<file path="config.mk">
export PLATFORM = sky130hd
export DESIGN_NAME = frame_buf_reader
export DESIGN_NICKNAME = d
export VERILOG_FILES = /design/src/rtl/frame_buf_reader.sv
export SDC_FILE = /design/constraint.sdc
export NUM_CORES = 1
export LEC_CHECK = 0
export CELL_PAD_IN_SITES_DETAIL_PLACEMENT = 0
export CELL_PAD_IN_SITES_GLOBAL_PLACEMENT = 2
export CORE_ASPECT_RATIO = 0.7
export CORE_UTILIZATION = 41
export DETAILED_ROUTE_END_ITERATION = 7
export HOLD_SLACK_MARGIN = 0.05
export PLACE_DENSITY_LB_ADDON = 0.1
export SETUP_SLACK_MARGIN = 0.4
export SLEW_MARGIN = 15
export SYNTH_ARGS = -nofsm -noshare
export SYNTH_HDL_FRONTEND = slang
export SYNTH_SLANG_ARGS = --single-unit
</file>
<file path="constraint.sdc">
create_clock -name clk -period 3.15 [get_ports clk]
set_clock_uncertainty 0.05 [all_clocks]
set_input_delay 0.63 -clock clk [delete_from_list [all_inputs] [get_ports clk]]
set_output_delay 0.63 -clock clk [all_outputs]
set_load 0.03 [all_outputs]
</file>
<file path="src/rtl/frame_buf_reader.sv">
// rtl/frame_buf_reader.sv - frame buffer reader with credit-limited fetch and FWFT output FIFO
//
// Reads FRAME_LEN words per accepted frame request from a frame buffer and
// streams them downstream through a FIFO_DEPTH-entry first-word-fall-through FIFO.
// Read requests are only issued when the FIFO is certain to have room for the
// returned word, counting words still in flight from the buffer.
//
// Ports:
//   clk            rising-edge clock
//   reset          synchronous active-low reset
//   start_l        active-low request to read one frame (ignored while busy)
//   buf_rdy        frame buffer holds readable data
//   rd_en_l        active-low per-word read request to the frame buffer
//   rd_data_valid  returned word valid (one cycle per word)
//   data_in        returned word
//   data_out       head-of-FIFO word presented downstream
//   out_valid      data_out holds a valid word
//   out_ready      downstream accepts; transfer = out_valid & out_ready
//   sof / eof      first / last word of the frame on data_out
//   busy           frame accepted and last transfer not yet complete
//   done           one-cycle pulse after the last transfer of a frame
//   ovf            sticky: a returned word arrived with no FIFO space
module frame_buf_reader #(
  parameter int DATA_WIDTH = 32,
  parameter int FRAME_LEN  = 8,
  parameter int FIFO_DEPTH = 4
) (
  input  logic                  clk,
  input  logic                  reset,
  input  logic                  start_l,
  input  logic                  buf_rdy,
  output logic                  rd_en_l,
  input  logic                  rd_data_valid,
  input  logic [DATA_WIDTH-1:0] data_in,
  output logic [DATA_WIDTH-1:0] data_out,
  output logic                  out_valid,
  input  logic                  out_ready,
  output logic                  sof,
  output logic                  eof,
  output logic                  busy,
  output logic                  done,
  output logic                  ovf
);

  localparam int CW = $clog2(FRAME_LEN + 1);
  localparam int PW = $clog2(FIFO_DEPTH);
  localparam int QW = $clog2(FIFO_DEPTH + 1);
  localparam logic [CW-1:0] LEN     = CW'(FRAME_LEN);
  localparam logic [CW-1:0] LAST    = CW'(FRAME_LEN - 1);
  localparam logic [QW-1:0] DEPTH_Q = QW'(FIFO_DEPTH);

  typedef enum logic [1:0] {IDLE, FETCH, DRAIN} state_t;

  state_t                state, next_state;
  logic [CW-1:0]         req_cnt, out_cnt;
  logic [QW-1:0]         outstanding, fifo_count;
  logic [QW:0]           credit;
  logic [PW-1:0]         wr_ptr, rd_ptr;
  logic [DATA_WIDTH-1:0] mem [FIFO_DEPTH];
  logic                  xfer, full, wr_en, accept, req, last_xfer, ret;

  // Words already buffered plus words requested but not yet returned.
  assign credit = {1'b0, fifo_count} + {1'b0, outstanding};
  // A return only retires an in-flight request if one exists; stray strobes
  // must not wrap the in-flight count.
  assign ret    = rd_data_valid && (outstanding != '0);

  always_comb begin
    next_state = state;
    out_valid  = (fifo_count != '0);
    xfer       = out_valid && out_ready;
    full       = (fifo_count == DEPTH_Q);
    wr_en      = rd_data_valid && (state != IDLE) && (!full || xfer);
    accept     = (state == IDLE) && !start_l && buf_rdy;
    // Request is held off during reset so the buffer never sees a read
    // from a frame that is being abandoned.
    req        = reset && (state == FETCH) && buf_rdy &&
                 (credit < {1'b0, DEPTH_Q}) && (req_cnt < LEN);
    rd_en_l    = !req;
    last_xfer  = (state == DRAIN) && xfer && (out_cnt == LAST);
    unique case (state)
      IDLE:    if (accept) next_state = FETCH;
      FETCH:   if (req && (req_cnt == LAST)) next_state = DRAIN;
      DRAIN:   if (last_xfer) next_state = IDLE;
      default: next_state = IDLE;
    endcase
  end

  always_ff @(posedge clk) begin
    if (!reset) begin
      state       <= IDLE;
      req_cnt     <= '0;
      out_cnt     <= '0;
      outstanding <= '0;
      fifo_count  <= '0;
      wr_ptr      <= '0;
      rd_ptr      <= '0;
      done        <= 1'b0;
      ovf         <= 1'b0;
    end else begin
      state <= next_state;
      done  <= last_xfer;

      if (accept) begin
        req_cnt     <= '0;
        out_cnt     <= '0;
        outstanding <= '0;
      end else begin
        if (req)  req_cnt <= req_cnt + CW'(1);
        if (xfer) out_cnt <= out_cnt + CW'(1);
        case ({req, ret})
          2'b10:   outstanding <= outstanding + QW'(1);
          2'b01:   outstanding <= outstanding - QW'(1);
          default: outstanding <= outstanding;
        endcase
      end

      if (wr_en) wr_ptr <= wr_ptr + PW'(1);
      if (xfer)  rd_ptr <= rd_ptr + PW'(1);
      case ({wr_en, xfer})
        2'b10:   fifo_count <= fifo_count + QW'(1);
        2'b01:   fifo_count <= fifo_count - QW'(1);
        default: fifo_count <= fifo_count;
      endcase

      if (rd_data_valid && full && !xfer) ovf <= 1'b1;
    end
  end

  // Storage needs no reset: out_valid gates every read of it.
  always_ff @(posedge clk) begin
    if (wr_en) mem[wr_ptr] <= data_in;
  end

  assign data_out = out_valid ? mem[rd_ptr] : '0;
  assign sof      = out_valid && (out_cnt == '0);
  assign eof      = out_valid && (out_cnt == LAST);
  assign busy     = (state != IDLE);

endmodule

</file>
==> results.sh, run 1 <==
export IMPL_post_synth_num_cell_types=40
export IMPL_dr_wl_met3_um=346
export IMPL_postSynthCellCount=339
export IMPL_setup_worst_path_end_class="output pin"
export IMPL_cp_start_kind="flop"
export IMPL_irDropWorstVdd_mv=0.4530
export IMPL_initial_utilization_pct=42.72
export IMPL_area_growth_synth_to_final_pct=27.20
export IMPL_timing_hold_worst_class="reg2reg"
export IMPL_dpl_worst_slack_ns=0.2621
export IMPL_gpl_final_weighted_congestion=0.7329
export IMPL_yosysSeqAreaShare_pct=71.33
export IMPL_netlist_area_before_placement_um2=6062
export IMPL_ctsRootBufferMaster="sky130_fd_sc_hd__clkbuf_16"
export IMPL_vias=3156
export IMPL_timing_rr_end="outstanding[2]"
export IMPL_final_instance_count_excl_fill=639
export IMPL_final_max_slew_viol_count=0
export IMPL_clock_tree_buffer_depth=2
export IMPL_criticalPathCategory="reg2out"
export IMPL_synthesis_nets=389
export IMPL_finalNetCount=486
export IMPL_synth_edff_count=128
export IMPL_critical_path_arrival_ns=2.01
export IMPL_worstRegToRegCells=10
export IMPL_max_freq_mhz=372.3
export IMPL_synth_seq_cells=152
export IMPL_place_port_buffers=76
export IMPL_worst_endpoint_required_ns=2.47
export IMPL_cp_depth=4
export IMPL_worst_setup_slack_for_register_to_register_paths_ns=0.74
export IMPL_grt_first_pass_wirelength_um=17680
export IMPL_chipWidth_um=147.3
export IMPL_floorplan_die_height_um=103.7
export IMPL_placementRows=36
export IMPL_grt_setup_unrepaired="no"
export IMPL_cts_tree="done"
export IMPL_boundaryPins=77
export IMPL_timing_rr_start="fifo_count[1]"
export IMPL_synth_flop_cell="sky130_fd_sc_hd__edfxtp_1"
export IMPL_drc_errors=0
export IMPL_dpl_hpwl_um=6795
export IMPL_min_period_ns=2.686
export IMPL_route_layer_met1_wl_um=5343
export IMPL_finalSetupTns_ns=0
export IMPL_average_vias_per_placed_instance=4.939
export IMPL_synth_async_sr_flop_share_pct=0
export IMPL_grt_start_max_net_pins=34
export IMPL_min_from="req_cnt[1]"
export IMPL_setup_viol=0
export IMPL_detailroute_wirelength_met2_um=5154
export IMPL_clock_sink_count=152
export IMPL_share_of_cells_above_drive_strength_1_pct=22.05
export IMPL_routed_top_layer="met4"
export IMPL_mostFrequentLayoutCells="128 x sky130_fd_sc_hd__edfxtp_1, 40 x sky130_fd_sc_hd__clkdlybuf4s50_1, 32 x sky130_fd_sc_hd__mux4_2, 32 x sky130_fd_sc_hd__and2_1, 22 x sky130_fd_sc_hd__dfxtp_1"
export IMPL_antenna_found_initial=0
export IMPL_post_synth_cell_area_avg_um2=17.88
export IMPL_postLayoutSetupSlackWorst_ns=0.4642
export IMPL_wl_per_cell_um=17.15
export IMPL_finalHoldViolCount=0
export IMPL_drt_first_pass_iters=5
export IMPL_status="finished, final reports clean"
export IMPL_die_area_um2=15280
export IMPL_antennaDiodeCount=0
export IMPL_critical_path_buf_inv_count=2
export IMPL_max_cap_viol_count=0
export IMPL_groute_usage_overall_pct=15.66
export IMPL_worstMarginPinSlew_ns=0.4369
export IMPL_timing_max_slew_rel_slack_pct=70.68
export IMPL_cp_slowest_cell="sky130_fd_sc_hd__mux4_2"
export IMPL_clock_insertion_delay_worst_skew_ns=0.41
export IMPL_critical_path_max_stage_delay_ns=0.54
export IMPL_total_leakage_power_nw=2.687
export IMPL_globalRouteOverflowTotal=0
export IMPL_min_period_over_period_pct=85.27
export IMPL_drt_antenna_violating_nets=0
export IMPL_drt_total_wl_um=10960
export IMPL_drtIter0Drc=159
export IMPL_design_core_area_um2=14190
export IMPL_leading_cell_type_in_the_layout_fill_and_taps_excluded="sky130_fd_sc_hd__edfxtp_1"
export IMPL_cp_top_family="multiplexers"
export IMPL_ys_warnings_count=0
export IMPL_numPlacedInstances=605
export IMPL_critical_path_max_fanout=8
export IMPL_first_global_vias=3214
export IMPL_worstHoldEndpoint="req_cnt[1]"
export IMPL_cellPowerDensity_nw_per_um2=806.1
export IMPL_holdPathStages=2
export IMPL_tritoncts_num_buffers=17
export IMPL_worstPathCellList="buf_8 > mux4_2 > and2_1 > dlygate4sd2_1"
export IMPL_cts_htree_levels=4
export IMPL_fill_cells=1148
export IMPL_clkTransAtPathRegs_ns=0.07
layout make-up:
type | instances | area, um2 | share of cell area, %
sequential | 152 | 4332 | 56.17
multi-input combinational | 160 | 1617 | 20.96
timing repair buffer | 92 | 930.9 | 12.07
clock buffer | 18 | 429.2 | 5.565
tap | 190 | 237.7 | 3.083
clock inverter | 14 | 116.4 | 1.509
inverter | 13 | 48.80 | 0.6328
cell usage after synthesis (2+ instances only):
cell type                  instances  area share, %
sky130_fd_sc_hd__buf_1             2           0.12
sky130_fd_sc_hd__o21ai_1           2           0.17
sky130_fd_sc_hd__mux4_2           32             12
sky130_fd_sc_hd__dfxtp_1          24            7.9
sky130_fd_sc_hd__buf_6             3           0.56
sky130_fd_sc_hd__mux2i_1           4           0.66
sky130_fd_sc_hd__and3_1            3           0.31
sky130_fd_sc_hd__o31a_1            2           0.29
sky130_fd_sc_hd__nand2_1          10           0.62
sky130_fd_sc_hd__nand2b_1          3           0.31
sky130_fd_sc_hd__clkbuf_1          5           0.31
sky130_fd_sc_hd__nand4_1           3           0.31
sky130_fd_sc_hd__and2_1           36            3.7
sky130_fd_sc_hd__nor2_1           18            1.1
sky130_fd_sc_hd__ha_1             10            2.1
sky130_fd_sc_hd__inv_1            12           0.74
sky130_fd_sc_hd__xor2_1            6           0.87
sky130_fd_sc_hd__a21oi_1           6           0.50
sky130_fd_sc_hd__buf_2             3           0.25
sky130_fd_sc_hd__nor4b_2           2           0.50
sky130_fd_sc_hd__fa_1              2           0.66
sky130_fd_sc_hd__edfxtp_1        128             63
sky130_fd_sc_hd__xnor2_1           4           0.58
sky130_fd_sc_hd__nor3_1            3           0.25
state kept, by name, summed over array words and instances, names as in the netlist, named ones only:
register,cells
mem,128
out_cnt,4
req_cnt,4
fifo_count,3
outstanding,3
rd_ptr,2
state,2
wr_ptr,2
done,1
ovf,1
power breakdown:
group | leakage (nW) | internal, W | switching (W)
logic | 1.07 | 0.000840 | 0.00121
registers | 1.35 | 0.00225 | 0.0000711
clock network | 0.261 | 0.00103 | 0.000823
total | 2.69 | 0.00412 | 0.00210
cell families after synthesis:
| kind of cell | after synthesis | share of synthesized area (%) |
|---|---|---|
| multiplexers | 36 | 12.55 |
| AO/OA/AOI/OAI | 16 | 1.672 |
| buffers and inverters | 27 | 2.167 |
| flip-flops | 152 | 71.33 |
| XOR/XNOR | 10 | 1.445 |
| AND/OR/NAND/NOR | 86 | 8.112 |
| adder cells (fa/ha/maj) | 12 | 2.724 |
worst max path at each step:
stage,start,endpoint,slack (ns)
after floorplan,reset,outstanding[2],0.59
after global placement,reset,outstanding[2],0.29
after detailed placement,reset,outstanding[2],0.26
after CTS,flop,data_out[31],0.37
after global routing,flop,data_out[22],0.41
final,flop,data_out[22],0.46
routing by layer:
layer	track usage, %	up-vias
li1	-	1489
met1	21.97	1599
met2	23.48	60
met3	3.436	8
met4	6.848	0
met5	0	-
tightest hold or removal path: cells and delay by family, from the launching register on:
kind,cells,cell delay [ns]
compound gates,1,0.05
simple gates,1,0.06
flops,1,0.32
repair_timing:
action / 4_1_cts / 5_1_grt
pin swaps: 0 / 0
buffers inserted: 0 / 2
gates resized for setup: 40 / 29
hold buffers: 0 / 0
cloned: 0 / 0
endpoints found under the setup margin: 33 / 29
per-stage QoR:
step | total power [W] | cell area, um2 | hold WS, ns | utilization [%]
after floorplan | 0.003722 | 6062 | 0.3825 | -
after global routing | 0.006518 | 7711 | 0.4586 | 54.35
after CTS | 0.006291 | 7694 | 0.4336 | 54.22
after detailed placement | 0.004594 | 7163 | 0.4101 | 50.49
after global placement | 0.004575 | 7163 | 0.4148 | 50.49
final | 0.006216 | 7711 | 0.4272 | 54.35
No activity file was read; power rests on OpenSTA's default activity.
==> run 2, diff against run 1 <==
Settings changed: CTS_CLUSTER_SIZE set to 40.
==> results of run 2 <==
Same layout as run 1: the final DEF is identical, and so are final timing and power.
==> run 3, diff against run 2 <==
Settings changed: CTS_CLUSTER_DIAMETER set to 60.
==> results of run 3 <==
Same layout as run 1: the final DEF is identical, and so are final timing and power.
